[src/rtl/shift_store_unloader.sv]
// Parallel-in, serial-out unloader: captures Length words in one load and emits
// them oldest-first (store[Length-1]) on a valid/ready stream.
module shift_store_unloader #(
  parameter  int N      = 8,
  parameter  int Length = 3,
  localparam int CW     = $clog2(Length + 1)
) (
  input  logic                       clk_i,
  input  logic                       rst_ni,
  input  logic                       load_valid_i,
  output logic                       load_ready_o,
  input  logic [Length-1:0][N-1:0]   load_data_i,
  input  logic [N-1:0]               fill_val_i,
  input  logic                       abort_i,
  output logic [N-1:0]               data_o,
  output logic                       valid_o,
  input  logic                       ready_i,
  output logic                       last_o,
  output logic [CW-1:0]              count_o
);

  // Handshake rules for both ports: a transfer completes on a cycle where the
  // producer's valid and the consumer's ready are both high at the rising edge.
  // load_ready_o may depend combinationally on ready_i; abort_i suppresses the
  // load transfer even when valid and ready are both high.

  logic [Length-1:0][N-1:0] store_q;
  logic [CW-1:0]            count_q;
  logic                     load_acc;
  logic                     beat_acc;

  assign data_o       = store_q[Length-1];
  assign count_o      = count_q;
  assign valid_o      = (count_q != '0);
  assign last_o       = (count_q == CW'(1));
  assign load_ready_o = !valid_o || (last_o && ready_i);
  assign load_acc     = load_valid_i && load_ready_o && !abort_i;
  assign beat_acc     = valid_o && ready_i;

  // The state is IDLE when count_q is zero and SHIFT otherwise; count_o exposes it.
  always_ff @(posedge clk_i or negedge rst_ni) begin
    if (!rst_ni) begin
      store_q <= '0;
      count_q <= '0;
    end else if (abort_i) begin
      count_q <= '0;
    end else if (load_acc) begin
      store_q <= load_data_i;
      count_q <= CW'(Length);
    end else if (beat_acc) begin
      for (int i = Length - 1; i > 0; i--) begin
        store_q[i] <= store_q[i-1];
      end
      store_q[0] <= fill_val_i;
      count_q    <= count_q - CW'(1);
    end
  end

endmodule

[config.mk]
export PLATFORM = sky130hd
export DESIGN_NAME = shift_store_unloader
export DESIGN_NICKNAME = d
export VERILOG_FILES = /design/src/rtl/shift_store_unloader.sv
export SDC_FILE = /design/constraint.sdc
export NUM_CORES = 1
export LEC_CHECK = 0
export ABC_AREA = 1
export CORE_MARGIN = 2
export CORE_UTILIZATION = 49
export DETAILED_ROUTE_END_ITERATION = 16
export PLACE_DENSITY_LB_ADDON = 0.15
export SETUP_SLACK_MARGIN = 0.5
export SLEW_MARGIN = 20
export SYNTH_ARGS = -nofsm -noshare
export SYNTH_HDL_FRONTEND = slang
export SYNTH_SLANG_ARGS = --single-unit
[constraint.sdc]
create_clock -name clk_i -period 4.22 [get_ports clk_i]
set_input_delay 1.055 -clock clk_i [delete_from_list [all_inputs] [get_ports clk_i]]
set_output_delay 1.055 -clock clk_i [all_outputs]
set_load 0.01 [all_outputs]
==> results of run 1 <==
-- final timing paths --
path	start	endpoint	slack, ns	cells past startpoint
setup / recovery	ready_i	load_ready_o	0.95	4
max in group asynchronous	rst_ni	store_q[1]	2.88	2
hold / removal	store_q[3]	store_q[3]	0.49	2
min in group asynchronous	rst_ni	data_o[2]	1.09	2
hold reg to reg	store_q[3]	store_q[3]	0.49	2
setup reg to reg	count_o[1]	store_q[5]	2.15	9
-- cells in the mapped netlist --
cell type    n  share of area
clkbuf_1     2         0.0049
inv_2        2         0.0049
buf_6        2          0.015
ha_1         2          0.016
dfrtp_1     26           0.43
a21oi_4      1          0.011
nand3_2      1         0.0065
nand2_4      2          0.015
buf_4        9          0.044
nand2_1    131           0.32
nand2_2      1         0.0041
inv_1        2         0.0049
buf_2        8          0.026
nor2_1       1         0.0025
nand4_1     24          0.098
-- per-layer routing --
| metal | routed length (µm) | vias to the layer above | GRT usage |
|---|---|---|---|
| met3 | 218 | 4 | 0.0346 |
| met2 | 1540 | 48 | 0.343 |
| li1 | - | 739 | - |
| met4 | 25 | 0 | 0.0508 |
| met1 | 1570 | 659 | 0.272 |
| met5 | 0 | - | 0 |
-- report_power, final --
group,internal [mW],leakage (nW),switching (mW)
Clock,0.0334,0.0138,0.0710
Combinational,0.245,0.683,0.311
Sequential,0.353,0.332,0.0554
Total,0.631,1.03,0.437
-- metrics by stage --
stage	hold WS [ns]	total power, mW	instances
2_1_floorplan	0.449	0.810	214
3_3_place_gp	0.461	0.964	278
3_5_place_dp	0.465	0.974	278
4_1_cts	0.498	1.08	281
5_1_grt	0.515	1.17	281
6_report	0.492	1.07	281
-- final cells by class --
type,instances,area share
multi-input combinational,163,0.369
sequential,26,0.331
timing repair buffer,52,0.261
tap,33,0.0210
clock buffer,3,0.0114
inverter,4,0.00763
-- sequential cells by signal, indices dropped and copies added, names as in the netlist --
signal   flops
data_o       8
count_o      2
store_q     16
-- cells by family (layout without fill, tap and decap cells) --
family,count (synthesis),count (layout),share of synthesized area
simple gates,160,160,0.448
buf+inv,25,59,0.0998
compound gates,1,1,0.0106
flops,26,26,0.426
fa+ha+maj,2,2,0.0164
-- worst reg2reg max path, stage by stage, from the launching register on --
cell     delay, ns
dfrtp_1       0.42
inv_1         0.08
ha_1          0.17
nand2_1       0.10
nand2_4       0.07
buf_4         0.28
nand2_4       0.11
a21oi_4       0.57
nand2_1       0.14
nand2_1       0.08
==> key figures, run 1 <==
Run status
  • Status: finished clean

STA
  • Final setup TNS: 0 ns
  • Min setup slack post-route: roughly 0.95 ns
  • Max Slew Vio Count: 0
  • Final period util: 0.776
  • Final Skew: between 0.004 and 0.005 ns
  • Period minus WS final: 3.27 ns
  • Worst slew pin tran: between 0.6 and 0.7 ns
  • Slew headroom: 0.555
  • Final hold violations: 0
  • Unrepaired setup endpoints after global routing: no
  • Peak Freq: slightly above 300 MHz
  • Finish-stage setup viols: 0

Yosys
  • Synthesized flop and latch total: 26
  • Sequential fraction of the synthesis area: 0.426
  • Syn_area_per_cell: around 7.1 µm²
  • Synthesis Warnings: 0
  • Post-Syn Nets: about 250
  • Syn Inst Count: 214
  • Distinct cells, synth: 15
  • Synthesized area: 1530 µm²

Clock tree
  • Cts bufs inserted: 3
  • CTS root buf: clkbuf_4
  • CTS Hold Bufs: 0
  • Setup Buffers After CTS: 0
  • Reg clk slew, reported paths: 0.14 ns
  • CTS resizes: 0
  • CTS tree: built
  • Clock latency on the worst-skew pair: between 0.3 and 0.4 ns
  • Longest Clk Path Bufs: 2
  • Clock sink count: 26
  • H-tree levels: 1

Placement
  • Routability cong.: a little under 0.8
  • Port bufs: 49
  • Pre-CTS setup slack: 0.949 ns
  • Dpl hpwl: roughly 2200 µm
  • Placed Area: roughly 2000 µm²

Floorplan
  • Initial Util: 0.509
  • Core area: roughly 3000 µm²
  • # rows: 20
  • Chip Width: 59.9 µm
  • Die Y: 59.9 µm
  • Die area: ~3600 µm²
  • # IOs: 50

Cells and area
  • # diodes: 0
  • Most common cell after layout, fill and taps aside: nand2_1
  • Layout area overhead: 28.7%
  • Post-layout util: 0.655
  • Most frequent cells in the layout: nand2_1, clkdlybuf4s50_1, dfrtp_1
  • Layout cells sized above 1: 0.0524
  • Final Cell Area: slightly below 2000 µm²
  • Register area: roughly 650 µm²
  • Fillers: approximately 290
  • Multi-input gate area in the final layout: 726 µm²
  • Nets: around 290

GRT
  • Pin count of the biggest net entering global routing: 27
  • Initial antenna violation count: 0
  • GRT overflow: 0
  • Total Routing Usage GR: 0.204
  • Vias in the first global route: 1333
  • Global-route wire length before repair: around 5600 µm

Critical path
  • Crit-path max cell delay: between 0.5 and 0.6 ns
  • Cells along the critical path: clkdlybuf4s50_1 -> nand2_1 -> nand2_4 -> clkdlybuf4s50_1
  • CP Capture Type: output port
  • Crit path kind: in -> out
  • Crit start category: primary input
  • WP data arrival: between 2 and 2.5 ns
  • Max FO, Critical Path: 2
  • Delay-heaviest family, CP: buffers and inverters
  • Critical path's most frequent cell: clkdlybuf4s50_1
  • Req. time, crit path: 3.16 ns
  • Worst path bufs/invs: 2
  • CP max-delay cell: clkdlybuf4s50_1

Detailed routing
  • Vias/cell: ~5.2
  • Antenna Nets Post-Route: 0
  • Initial DRC Count: 100
  • DR WL/cell: between 10 and 15 µm
  • DRC viols: 0
  • DR vias: between 1000 and 1500
  • Drt first pass iters: 4
  • WL final: 3350 µm

Job
  • Max-Cap Viols: 0

Power and ir drop
  • VDD IR-drop max: between 400 and 500 µV
  • Leakage: between 1 and 1.5 nW
  • Pwr Density: between 500 and 600 nW/µm²

Hold path
  • Hold Crit Class: reg -> reg
No activity file was read; power rests on OpenSTA's default activity.
==> inputs of run 2 (changes only) <==
- CORE_UTILIZATION: 49 -> 41
- clock period: 4.22 -> 2.66 ns (I/O delays scaled with it)
==> run 2 against run 1 <==
Compared with the run above: register-to-register slack worse by 1.3 ns; total power up 71%; via count fell by 0.55%.
==> key figures, run 2 (synthesis results as in run 1) <==
Run status
  • Status: finished clean

STA
  • Period minus WS final: 2.17 ns
  • Peak Freq: 462 MHz
  • Finish-stage setup viols: 0
  • Final hold violations: 0
  • Worst slew pin tran: 0.507 ns
  • Final Skew: 0.00294 ns
  • Slew headroom: 0.661
  • Unrepaired setup endpoints after global routing: yes
  • Final period util: 0.814
  • Final setup TNS: 0 ns
  • Max Slew Vio Count: 0

Floorplan
  • Die area: 4230 µm²
  • Core area: 3630 µm²
  • Die Y: 65.1 µm
  • # rows: 22
  • Initial Util: 0.421
  • Chip Width: 65.1 µm
  • # IOs: 50

Clock tree
  • Clock latency on the worst-skew pair: between 0.2 and 0.3 ns
  • H-tree levels: 1
  • CTS Hold Bufs: 0
  • Reg clk slew, reported paths: ~0.080 ns
  • Cts bufs inserted: 3
  • Clock sink count: 26
  • Longest Clk Path Bufs: 2
  • CTS tree: built
  • CTS root buf: clkbuf_8

Critical path
  • CP Capture Type: output port
  • Crit path kind: in -> out
  • Req. time, crit path: roughly 2 ns
  • WP data arrival: about 1.5 ns
  • Delay-heaviest family, CP: buffers and inverters
  • Cells along the critical path: clkdlybuf4s50_1 -> nand2_2 -> nand2_4 -> clkdlybuf4s15_2
  • Crit start category: primary input
  • CP max-delay cell: clkdlybuf4s50_1
  • Worst path bufs/invs: 2
  • Max FO, Critical Path: 2
  • Crit-path max cell delay: around 0.5 ns

Power and ir drop
  • Sw frac: 0.395
  • Pwr Density: between 800 and 900 nW/µm²
  • Share of total power in combinational logic: 0.507
  • Leakage: roughly 1.1 nW
  • P_sw: 0.721 mW
  • VDD IR-drop max: between 700 and 800 µV
  • Clock power frac: 0.138
  • Sequential fraction of design power: 0.355
  • Internal Power: between 1 and 1.5 mW
  • Power consumption: between 1.5 and 2 mW

Hold path
  • Hold Crit Class: reg -> reg

Placement
  • Dpl hpwl: roughly 2400 µm
  • Routability cong.: 0.752
  • Port bufs: 49

GRT
  • Total Routing Usage GR: 0.191
  • Vias in the first global route: around 1400
  • GRT overflow: 0
  • Pin count of the biggest net entering global routing: 27
  • Global-route wire length before repair: approximately 6400 µm
  • Initial antenna violation count: 0

Cells and area
  • Fillers: 380
  • Most frequent cells in the layout: nand2_1, clkdlybuf4s50_1, dfrtp_1
  • Nets: between 200 and 300
  • Register area: 651 µm²
  • Layout area overhead: 36.0%
  • Multi-input gate area in the final layout: around 730 µm²
  • Max FFs per register: 16
  • # diodes: 0
  • Layout cells sized above 1: 0.0827
  • Most common cell after layout, fill and taps aside: nand2_1
  • Reg with most FFs: store_q

Detailed routing
  • Initial DRC Count: 95
  • DR vias: ~1400
  • Drt first pass iters: 7
  • DRC viols: 0
  • Vias/cell: around 4.8
  • Antenna Nets Post-Route: 0
  • DR WL/cell: 11.9 µm
  • WL final: approximately 3600 µm

Job
  • Max-Cap Viols: 0
-- run 2: layout make-up --
type,instances,share of cell area
multi-input cells,163,0.353
inverters,4,0.00722
well taps,48,0.0289
flip-flops and latches,26,0.313
repair buffers,57,0.272
clock buffers,4,0.0265
-- run 2: path summary, 6_finish.rpt --
path	from	end	slack, ns	depth (start not counted)
max	ready_i	load_ready_o	0.49	4
min	store_q[12]	store_q[12]	0.48	2
max reg2reg	count_o[0]	store_q[14]	0.83	10
min reg2reg	store_q[12]	store_q[12]	0.48	2
max in group asynchronous	rst_ni	data_o[6]	1.65	2
min in group asynchronous	rst_ni	data_o[0]	0.76	2
-- run 2: what timing repair did --
item | 4_1_cts | 5_1_grt
buffers inserted | 1 | 0
setup endpoints to repair | 8 | 3
resized for setup | 5 | 2
endpoints found under the hold margin | 0 | 0
-- run 2: per-stage QoR --
step | instance area, µm² | hold WS [ns] | util | setup slack [ns] | instances
global placement | 2010 | 0.462 | 0.552 | 0.163 | 297
finish | 2080 | 0.484 | 0.572 | 0.494 | 302
detailed placement | 2010 | 0.465 | 0.552 | 0.164 | 297
CTS | 2070 | 0.488 | 0.571 | 0.467 | 302
floorplan | 1530 | 0.369 | - | 0.891 | 214
global route | 2080 | 0.511 | 0.572 | 0.445 | 302
-- run 2: routing by layer --
metal | up-vias | GRT usage | wire length [µm]
met1 | 649 | 0.247 | 1730
met3 | 2 | 0.0382 | 211
met2 | 36 | 0.327 | 1620
li1 | 755 | - | -
met5 | - | 0 | 0
met4 | 0 | 0.0469 | 25
-- run 2: worst register-to-register path, delay by kind of cell (launching register included) --
kind	cells	cell delay (ns)
fa+ha+maj	1	0.21
buf+inv	2	0.38
flops	1	0.39
simple gates	7	0.80
-- run 2: power by group through the flow --
stage | registers, mW | logic (mW) | clock network (mW)
after floorplan | 0.644 | 0.641 | 0
after global placement | 0.658 | 0.915 | 0
after detailed placement | 0.661 | 0.922 | 0
after CTS | 0.650 | 0.937 | 0.259
after global routing | 0.667 | 1.05 | 0.280
final | 0.649 | 0.927 | 0.252
==> inputs of run 3 (changes only) <==
- CORE_UTILIZATION: 41 -> 46
- clock period: 2.66 -> 2.2 ns (I/O delays scaled with it)
==> run 3 against run 2 <==
Compared with the run above: non-clock buffer count grew 13; first-iteration DRC count grew 31%; design area grew 7.0%; clock power shrank 17%; final cell count grew 2.6%; worst hold slack gained 0.0048 ns; largest cell class unchanged; largest power group unchanged.
==> key figures, run 3 (synthesis results as in run 1) <==
Clock tree
  • Clock sink count: 26
  • Longest Clk Path Bufs: 2
  • CTS Hold Bufs: 0
  • H-tree levels: 1
  • Clock latency on the worst-skew pair: 0.33 ns
  • Reg clk slew, reported paths: between 0.1 and 0.15 ns
  • CTS root buf: clkbuf_4
  • CTS tree: built
  • Cts bufs inserted: 3

Cells and area
  • Final Cell Area: approximately 2200 µm²
  • Max FFs per register: 16
  • # diodes: 0
  • Nets: slightly above 300
  • Layout area overhead: 45.5%
  • Fillers: approximately 280
  • Most frequent cells in the layout: nand2_1, clkdlybuf4s50_1, dfrtp_1
  • Reg with most FFs: store_q
  • Layout cells sized above 1: 0.147
  • Most common cell after layout, fill and taps aside: nand2_1
  • Non-Filler Instances: 310

Critical path
  • Max FO, Critical Path: 3
  • Req. time, crit path: around 1.7 ns
  • Crit path kind: reg -> out
  • WP data arrival: approximately 1.3 ns
  • Crit start category: register
  • CP Capture Type: output port

STA
  • Unrepaired setup endpoints after global routing: yes
  • Finish-stage setup viols: 0
  • Max Slew Vio Count: 0
  • Final Skew: roughly 0.0055 ns
  • Peak Freq: about 560 MHz
  • Worst slew pin tran: approximately 0.34 ns
  • Final hold violations: 0
  • Final period util: 0.817
  • Min setup slack post-route: about 0.40 ns
  • Final hold slack: roughly 0.49 ns
  • Final setup TNS: 0 ns
  • Slew headroom: 0.774
  • Period minus WS final: about 1.8 ns

Placement
  • Placed Area: between 2000 and 2500 µm²
  • Port bufs: 49
  • Post-Place Cells: ~300
  • Routability cong.: 0.759
  • Pre-CTS setup slack: -0.0630 ns
  • Dpl hpwl: between 2000 and 3000 µm

Power and ir drop
  • Internal Power: 1.49 mW
  • Pwr Density: ~1100 nW/µm²
  • Leakage: about 1.2 nW
  • Sequential fraction of design power: 0.314
  • Clock power frac: 0.084
  • VDD IR-drop max: just under 700 µV
  • P_sw: about 1.0 mW
  • Share of total power in combinational logic: 0.602
  • Sw frac: 0.401

Detailed routing
  • DR vias: 1566
  • DRC viols: 0
  • Vias/cell: between 5 and 6
  • Initial DRC Count: around 120
  • DR WL/cell: roughly 13 µm
  • Antenna Nets Post-Route: 0
  • WL final: 4110 µm
  • Drt first pass iters: 4

Floorplan
  • Chip Width: a little over 60 µm
  • Initial Util: 0.493
  • # rows: 20
  • Core area: approximately 3100 µm²
  • Die area: roughly 3800 µm²
  • Die Y: 61.7 µm
  • # IOs: 50

Hold path
  • Hold Crit Class: reg -> reg

GRT
  • GRT overflow: 0
  • Total Routing Usage GR: 0.216
  • Initial antenna violation count: 0
  • Pin count of the biggest net entering global routing: 27
  • Global-route wire length before repair: a little over 6000 µm
  • Vias in the first global route: 1394

Job
  • Max-Cap Viols: 0

Run status
  • Status: finished clean
-- run 3: final cells by class --
class | instances | area (µm²) | area share
Sequential cell | 26 | 651 | 0.292
Timing Repair Buffer | 70 | 718 | 0.323
Clock buffer | 3 | 22.5 | 0.0101
Tap cell | 44 | 55.1 | 0.0247
Multi-Input combinational cell | 163 | 758 | 0.341
Inverter | 4 | 20.0 | 0.00900
-- run 3: worst max-delay path: stages (launching register included) --
cell	delay, ns
dfrtp_1	0.42
buf_6	0.13
ha_4	0.16
nand2_4	0.06
nand2_4	0.05
buf_6	0.11
-- run 3: per-layer routing --
layer	wire (µm)	track usage	up-vias
met5	0	0	-
met3	304	0.0252	5
met2	1980	0.365	69
li1	-	-	779
met4	45	0.0729	0
met1	1780	0.288	713
-- run 3: metrics by stage --
stage	total power, mW	util
global placement	1.92	0.654
detailed placement	1.95	0.654
floorplan	1.55	-
CTS	2.15	0.669
finish	2.49	0.717
global route	2.69	0.717
-- run 3: what timing repair did --
| action | CTS | global route |
|---|---|---|
| pin swaps | 2 | 0 |
| buffers inserted | 3 | 6 |
| setup endpoints to repair | 37 | 30 |
| resized for setup | 30 | 10 |
| cloned | 0 | 3 |
| hold endpoints to repair | 0 | 0 |
-- run 3: worst paths after layout --
check,from,end,slack [ns],depth (start not counted)
min in group asynchronous,rst_ni,store_q[4],0.57,2
setup reg to reg,count_o[0],store_q[8],0.43,12
hold reg to reg,data_o[5],data_o[5],0.49,2
hold / removal,data_o[5],data_o[5],0.49,2
max in group asynchronous,rst_ni,count_o[0],1.38,2
setup / recovery,count_o[0],load_ready_o,0.40,5
-- run 3: power groups by stage --
| stage | logic (mW) | clock network (mW) | registers, mW |
|---|---|---|---|
| final | 1.50 | 0.209 | 0.781 |
| after global placement | 1.13 | 0 | 0.790 |
| after CTS | 1.17 | 0.210 | 0.773 |
| after floorplan | 0.775 | 0 | 0.779 |
| after global routing | 1.65 | 0.236 | 0.805 |
| after detailed placement | 1.15 | 0 | 0.793 |
